File: src/rtl/pc_stack_pkg.sv
// Shared definitions for the program counter with return-address stack.
// Holds the operation encodings and operation width.
package pc_stack_pkg;

    localparam int OP_W = 3;

    typedef enum logic [OP_W-1:0] {
        OP_INC    = 3'b000,
        OP_JUMP   = 3'b001,
        OP_BRANCH = 3'b010,
        OP_CALL   = 3'b011,
        OP_RET    = 3'b100,
        OP_HOLD   = 3'b101,
        OP_RSV6   = 3'b110,
        OP_RSV7   = 3'b111
    } op_e;

endpackage

File: src/rtl/pc_stack_ras_lifo.sv
// Return-address stack: register-array LIFO, sync active-high reset of SP only.
// Ports: i_clk, i_rst, i_push, i_pop, i_data in; o_tos, o_empty, o_full out.
module pc_stack_ras_lifo #(
    parameter int WIDTH = 16,
    parameter int DEPTH = 8
) (
    input  logic             i_clk,
    input  logic             i_rst,
    input  logic             i_push,
    input  logic             i_pop,
    input  logic [WIDTH-1:0] i_data,
    output logic [WIDTH-1:0] o_tos,
    output logic             o_empty,
    output logic             o_full
);

    localparam int SP_W  = $clog2(DEPTH + 1);
    localparam int IDX_W = (DEPTH > 1) ? $clog2(DEPTH) : 1;

    logic [WIDTH-1:0] r_mem [DEPTH];
    logic [SP_W-1:0]  r_sp;
    logic [SP_W-1:0]  w_sp_m1;
    logic             w_do_push;
    logic             w_do_pop;

    assign o_empty   = (r_sp == '0);
    assign o_full    = (r_sp == SP_W'(DEPTH));
    assign w_sp_m1   = r_sp - SP_W'(1);
    assign w_do_push = i_push && !o_full;
    assign w_do_pop  = i_pop && !o_empty;

    // Top of stack is garbage while empty; the caller never uses it then.
    assign o_tos = r_mem[w_sp_m1[IDX_W-1:0]];

    always_ff @(posedge i_clk) begin
        if (i_rst) begin
            r_sp <= '0;
        end else if (w_do_push) begin
            r_sp <= r_sp + SP_W'(1);
        end else if (w_do_pop) begin
            r_sp <= w_sp_m1;
        end
    end

    // Contents are never cleared; reset only empties the pointer.
    always_ff @(posedge i_clk) begin
        if (!i_rst && w_do_push) begin
            r_mem[r_sp[IDX_W-1:0]] <= i_data;
        end
    end

endmodule

File: src/rtl/pc_stack.sv
// Fetch-stage PC: increment, jump, relative branch, call/return via RAS.
// Ports: i_clk, i_rst, i_en, i_op, i_address, i_offset in;
//        o_q, o_stack_empty, o_stack_full, o_err out.
module pc_stack
    import pc_stack_pkg::*;
#(
    parameter int             WIDTH     = 16,
    parameter int             OFF_W     = 8,
    parameter int             DEPTH     = 8,
    parameter logic [WIDTH-1:0] RESET_VEC = '0
) (
    input  logic             i_clk,
    input  logic             i_rst,
    input  logic             i_en,
    input  logic [OP_W-1:0]  i_op,
    input  logic [WIDTH-1:0] i_address,
    input  logic [OFF_W-1:0] i_offset,
    output logic [WIDTH-1:0] o_q,
    output logic             o_stack_empty,
    output logic             o_stack_full,
    output logic             o_err
);

    logic [WIDTH-1:0] r_q;
    logic             r_err;
    logic [WIDTH-1:0] w_q_next;
    logic [WIDTH-1:0] w_q_inc;
    logic [WIDTH-1:0] w_off_ext;
    logic [WIDTH-1:0] w_tos;
    logic             w_push;
    logic             w_pop;
    logic             w_err_set;
    logic             w_empty;
    logic             w_full;

    assign w_q_inc   = r_q + WIDTH'(1);
    assign w_off_ext = {{(WIDTH-OFF_W){i_offset[OFF_W-1]}}, i_offset};

    pc_stack_ras_lifo #(
        .WIDTH (WIDTH),
        .DEPTH (DEPTH)
    ) u_ras (
        .i_clk   (i_clk),
        .i_rst   (i_rst),
        .i_push  (w_push),
        .i_pop   (w_pop),
        .i_data  (w_q_inc),
        .o_tos   (w_tos),
        .o_empty (w_empty),
        .o_full  (w_full)
    );

    // Stack faults and reserved ops leave Q where it is and flag ERR.
    always_comb begin
        w_q_next  = r_q;
        w_push    = 1'b0;
        w_pop     = 1'b0;
        w_err_set = 1'b0;
        if (i_en) begin
            unique case (op_e'(i_op))
                OP_INC:    w_q_next = w_q_inc;
                OP_JUMP:   w_q_next = i_address;
                OP_BRANCH: w_q_next = r_q + w_off_ext;
                OP_CALL: begin
                    if (w_full) begin
                        w_err_set = 1'b1;
                    end else begin
                        w_push   = 1'b1;
                        w_q_next = i_address;
                    end
                end
                OP_RET: begin
                    if (w_empty) begin
                        w_err_set = 1'b1;
                    end else begin
                        w_pop    = 1'b1;
                        w_q_next = w_tos;
                    end
                end
                OP_HOLD:   w_q_next = r_q;
                default:   w_err_set = 1'b1;
            endcase
        end
    end

    always_ff @(posedge i_clk) begin
        if (i_rst) begin
            r_q   <= RESET_VEC;
            r_err <= 1'b0;
        end else if (i_en) begin
            r_q   <= w_q_next;
            r_err <= r_err | w_err_set;
        end
    end

    assign o_q           = r_q;
    assign o_err         = r_err;
    assign o_stack_empty = w_empty;
    assign o_stack_full  = w_full;

endmodule

File: config.mk
export PLATFORM = sky130hd
export DESIGN_NAME = pc_stack
export DESIGN_NICKNAME = d
export VERILOG_FILES = /design/src/rtl/pc_stack_pkg.sv /design/src/rtl/pc_stack_ras_lifo.sv /design/src/rtl/pc_stack.sv
export SDC_FILE = /design/constraint.sdc
export NUM_CORES = 1
export LEC_CHECK = 0
export ABC_AREA = 1
export CELL_PAD_IN_SITES_DETAIL_PLACEMENT = 0
export CELL_PAD_IN_SITES_GLOBAL_PLACEMENT = 1
export CORE_MARGIN = 2
export CORE_UTILIZATION = 35
export DETAILED_ROUTE_END_ITERATION = 8
export GPL_ROUTABILITY_DRIVEN = 1
export PLACE_DENSITY = 0.7
export SLEW_MARGIN = 30
export SYNTH_ARGS = -nofsm -noshare
export SYNTH_HDL_FRONTEND = slang
export SYNTH_SLANG_ARGS = --single-unit
File: constraint.sdc
create_clock -name i_clk -period 7.55 [get_ports i_clk]
set_input_delay 1.8875 -clock i_clk [delete_from_list [all_inputs] [get_ports i_clk]]
set_output_delay 1.8875 -clock i_clk [all_outputs]
set_load 0.02 [all_outputs]
* After elaboration in Yosys (flattened, before gate mapping) *
Memories as Yosys holds them, arrays and structs flattened.
Cells that the tools add are included.

storage, ports and cells
  register bits after elaboration = 21
  memory bits (writable) = 128
  input bits = 30
  output and inout port bits = 19
  logic and storage cells = 46
  memories = 1

operators by class
  $add $sub $neg = 4
  equal/unequal tests = 8
  multiplexer cells = 17
  bitwise gates (word level) = 1
  reductions and logical operators = 12

memories
  memory       words  bits a word  rd ports  clocked after memory_dff  wr ports  line                     RTL
  u_ras.r_mem  8      16           1         0                         1         pc_stack_ras_lifo.sv:20  logic [WIDTH-1:0] r_mem [DEPTH];

operators by type and width
  operator               number
  $pmux 16 s5            1
  $mux 16                2
  $add 16x1->16 const B  1
  $add 16x16->16         1
  $mux 1                 11
  $mux 4                 2
  $eq 3x2->1 const B     2
  $eq 3x3->1 const B     2
  $reduce_bool 5->1      1
  $add 4x1->4 const B    1
  $eq 4x4->1 const B     1
  $logic_not 4->1        1
  $ne 2x2->1 const B     2
  $reduce_and 4->1       1
  $reduce_or 4->1        1
  $sub 4x1->4 const B    1
  $eq 3x1->1 const B     1
  $logic_and 1x1->1      3
  $logic_not 1->1        3
  $logic_not 3->1        1
  $pmux 1 s3             1
  $reduce_bool 2->1      1
  $or 1x1->1             1

* Logic depth before layout (Yosys ltp) *
  depth in word-level cells = 8
  mapped depth = 15

* By module *
Synthesis repeated with hierarchy kept, for this count alone.

second synthesis, totals
  cells, all modules = 876
  area, all modules = 7,998.9 sq um

modules (own cells, without submodules)
  module             instances  cells each  area each (sq um)  seq. area each (sq um)
  pc_stack_ras_lifo  1          436         5,451.5            3,923.8
  pc_stack           1          440         2,547.4            340.3

* Worst setup path before layout *
No wires, ideal clock.

  kind = input -> register
  start = input port i_op[0]
  end = memory u_ras.r_mem[2][0] (enable)
  library setup time = 0.409 ns
  arrival time = 3.836 ns
  required time = 7.141 ns
  setup slack = 3.305 ns
  stages on the path = 8
  cells stage by stage = inv_1 -> nor2_4 -> nand2_4 -> nor3_2 -> inv_2 -> nor2_2 -> nand2_1 -> nor3_1

on the way
  word-level cells in the longest chain between the ends = 7

RTL lines
  what                          line                     RTL
  start, declared               pc_stack.sv:15           input logic [OP_W-1:0] i_op,
  $eq 3x2->1                    pc_stack.sv:60           unique case (op_e'(i_op))
  $mux 1                        pc_stack.sv:60
  $mux 1                        pc_stack.sv:59           if (i_en) begin
  $logic_and 1x1->1             pc_stack_ras_lifo.sv:29  assign w_do_push = i_push && !o_full;
  $logic_and 1x1->1             pc_stack_ras_lifo.sv:47  if (!i_rst && w_do_push) begin
  $mux 1                        pc_stack_ras_lifo.sv:47
  $mux 1 (not written as such)  pc_stack_ras_lifo.sv:48  r_mem[r_sp[IDX_W-1:0]] <= i_data;
  end, declared                 pc_stack_ras_lifo.sv:20

No other way between the ends.

* Final worst setup path *
  start = register u_ras.r_sp[0]
  end = output port o_stack_full

on the way
  word-level cells in the longest chain between the ends = 1

RTL lines
  what                    line                     RTL
  start, declared         pc_stack_ras_lifo.sv:21  logic [SP_W-1:0] r_sp;
  start signal, assigned  pc_stack_ras_lifo.sv:39  r_sp <= r_sp + SP_W'(1);
  start signal, assigned  pc_stack_ras_lifo.sv:41  r_sp <= w_sp_m1;
  $eq 4x4->1              pc_stack_ras_lifo.sv:27  assign o_full = (r_sp == SP_W'(DEPTH));
  end, declared           pc_stack.sv:20           output logic o_stack_full,

No other way between the ends.

==> flow_summary.ini <==
[outcome]
status = complete, no violations

[global_route]
grt_max_degree = 70
globalRouteTotalUtil_pct = 17.8
antenna_found_initial = 0
grt_pass1_wl_mm = 31.8
overflow = 0
grt_pass1_vias = 5536

[sta]
max_clock_freq_ghz = 0.202
min_period_ps = 4950
drv_slew = 0
setup_violations = 0
finalCritPeriodShare_pct = 65.6
rsz0062_at_grt = false
clock_skew_ps = 11.2
tightest_slew_ps = 804
finalHoldViolations = 0
tns_ps = 0
slew_headroom_pct = 46.2

[synthesis]
synth-edff-count = 128
synth_fp_nets = 900
ys_async_sr_fraction_pct = 0
synth_most_common_cell = nand2_1
synth_seq_cells = 149
yosysSeqAreaShare_pct = 55.0
synth_common_cells = 161 x nand2_1, 135 x nor2_1, 128 x edfxtp_1, 76 x o21ai_0, 74 x inv_1
yosysTopAreaCell = edfxtp_1
synth_mux_area_share_pct = 0
synth_area_per_cell_um2 = 9.11
netlist_area_um2 = 7750
synthCells = 851
synth-simple-area-share_pct = 21.4
ys.warnings.count = 0
ys_top_cells_by_area = edfxtp_1 50%, nand2_1 7.8%, nor2_1 6.5%
synth_compound_area_share_pct = 12.2
synth-adder-area-share_pct = 3.16
synth_top_area_share_pct = 49.6
synth.distinct_cells = 41
synth_top_family_by_area = simple AND/OR/NAND/NOR gates
synth_xor_area_share_pct = 1.23
synthFlopType = edfxtp_1

[floorplan]
fp.coreArea_um2 = 21800
num_io_pins = 49
dieWidth_um = 153
rows = 54
initial_core_util_pct = 35.6
die_h_um = 153
dieArea_um2 = 23300

[setup_path]
cp_data_required_time_ps = 5660
cp-start-kind = flop
worst_path_largest_cell_delay_ps = 660
crit_type = reg2out
crit_buf_inv = 5
crit_arrival_ps = 3070
cp_slowest_cell = clkdlybuf4s50_1
end_kind = output port
critPathMaxFanout = 69
crit_top_cell = buf_4
cp_top_family = buffers and inverters
crit_path_cell_trace = buf_4 -> inv_2 -> buf_4 -> ha_2 -> nand3_1 -> inv_1 -> clkdlybuf4s50_1

[power_and_ir_drop]
p_per_area_nw_per_um2 = 223
ir_worst_vdd_uv = 167
power.switching_mw = 0.485
leakage_nw = 3.52
pwr-share-comb_pct = 11.7
p_sw_share_pct = 23.8
p_seq_share_pct = 45.0
power_frac_clock_pct = 43.4
p_total_mw = 2.04
internal_power_mw = 1.56

[clock_network]
cts.sinks = 149
cts_hold_buf = 0
post_cts_buffers = 0
htree_levels = 4
cts_buffer_depth = 2
post_cts_resized = 0
clk_latency_ps = 410
cts_root_buf = clkbuf_16
cts_buffers = 17
clk_pin_slew_ps = 60
cts_tree = yes

[cells_and_area]
diodes = 0
layout.nets = 944
area_delta_synth_final_pct = 18.0
multi_input_area_um2 = 3000
ff_latch_area_um2 = 4270
fillerInstances = 2140
final_layout_size_suffix_gt1_share_pct = 10.0

[detailed_routing]
avgViaCountPerCell = 5.00
dr.pass1.iters = 4
route.vias.total = 5945
drcViolationCount = 0
antenna_left = 0
drt_wl_total_mm = 20.5
post_drt_wl_per_cell_um = 17.3
drtIter0Drc = 436

[hold_path]
min_path_type = reg2reg

[job]
cap_violations = 0

[place]
gp_congestion = 0.810
numPortBuffers = 48
hpwl_mm = 14.3
per-stage QoR:
step	util, %	hold slack (ps)	cells	cell area (um^2)	worst slack, ps
6_report	42.0	478	1188	9140	2600
3_5_place_dp	39.1	470	1156	8500	2910
2_1_floorplan	-	444	851	7750	3300
5_1_grt	42.0	524	1188	9140	2400
4_1_cts	41.9	491	1188	9130	2490
3_3_place_gp	39.0	479	1156	8490	2630
final cells by class:
| class | instances | share of cell area (%) |
|---|---|---|
| clock inverter | 7 | 1.26 |
| sequential | 149 | 46.6 |
| clock buffer | 25 | 5.56 |
| multi-input combinational | 578 | 32.8 |
| inverter | 90 | 3.72 |
| timing repair buffer | 59 | 6.16 |
| tap | 280 | 3.83 |
cells in the final DEF (no fill, tap or decap), types with 8 or more instances in the layout:
cell type	count
nand2_1	161
nand4_1	10
nand3_1	49
inv_1	74
o211ai_1	19
a21oi_2	8
clkbuf_16	19
edfxtp_1	128
nor2_1	135
buf_4	11
o21ai_0	76
inv_2	15
dfxtp_1	20
a21oi_1	36
ha_1	17
clkdlybuf4s50_1	48
metal layers:
metal / share of wire (%) / GRT usage (%)
met5: 0 / 0
met4: 1.0 / 4.59
met3: 2.5 / 2.45
met2: 46 / 28.2
met1: 50 / 25.8
worst register-to-register path: stages (launching register included):
cell and delay, ps:
dfxtp_2 310, buf_4 560, inv_2 50, buf_4 340, ha_2 810, buf_4 390
o21ai_0 150, o211ai_1 310, nand3_1 180, nand3_1 100, nand3_1 80, a21oi_1 140
sequential cells by signal (all words and copies together) (netlist names):
signal	flops
u_ras.r_sp	4
o_q	16
o_err	1
u_ras.r_mem	128
power by group through the flow:
stage,Clock [mW],Sequential [mW],Combinational (mW)
5_1_grt,0.934,0.918,0.267
2_1_floorplan,0,0.935,0.153
6_report,0.884,0.917,0.238
3_5_place_dp,0,0.934,0.239
3_3_place_gp,0,0.934,0.237
4_1_cts,0.896,0.917,0.240
final timing paths:
check,from,to,slack (ps),depth (start not counted)
worst max-delay path,u_ras.r_sp[0],o_stack_full,2600,7
worst min-delay path,u_ras.r_sp[3],u_ras.r_sp[3],480,1
worst max register to register,u_ras.r_sp[0],o_q[7],4090,11
worst min register to register,u_ras.r_sp[3],u_ras.r_sp[3],480,1
logic make-up (layout without fill, tap and decap cells):
logic type	Yosys count	in the layout
buffers and inverters	124	181
adders and majority gates	19	19
DFF	149	149
AOI/OAI and AO/OA	163	163
xor gates and xnor gates	10	10
and+or+nand+nor	386	386
(Power assumes the default switching activity.)
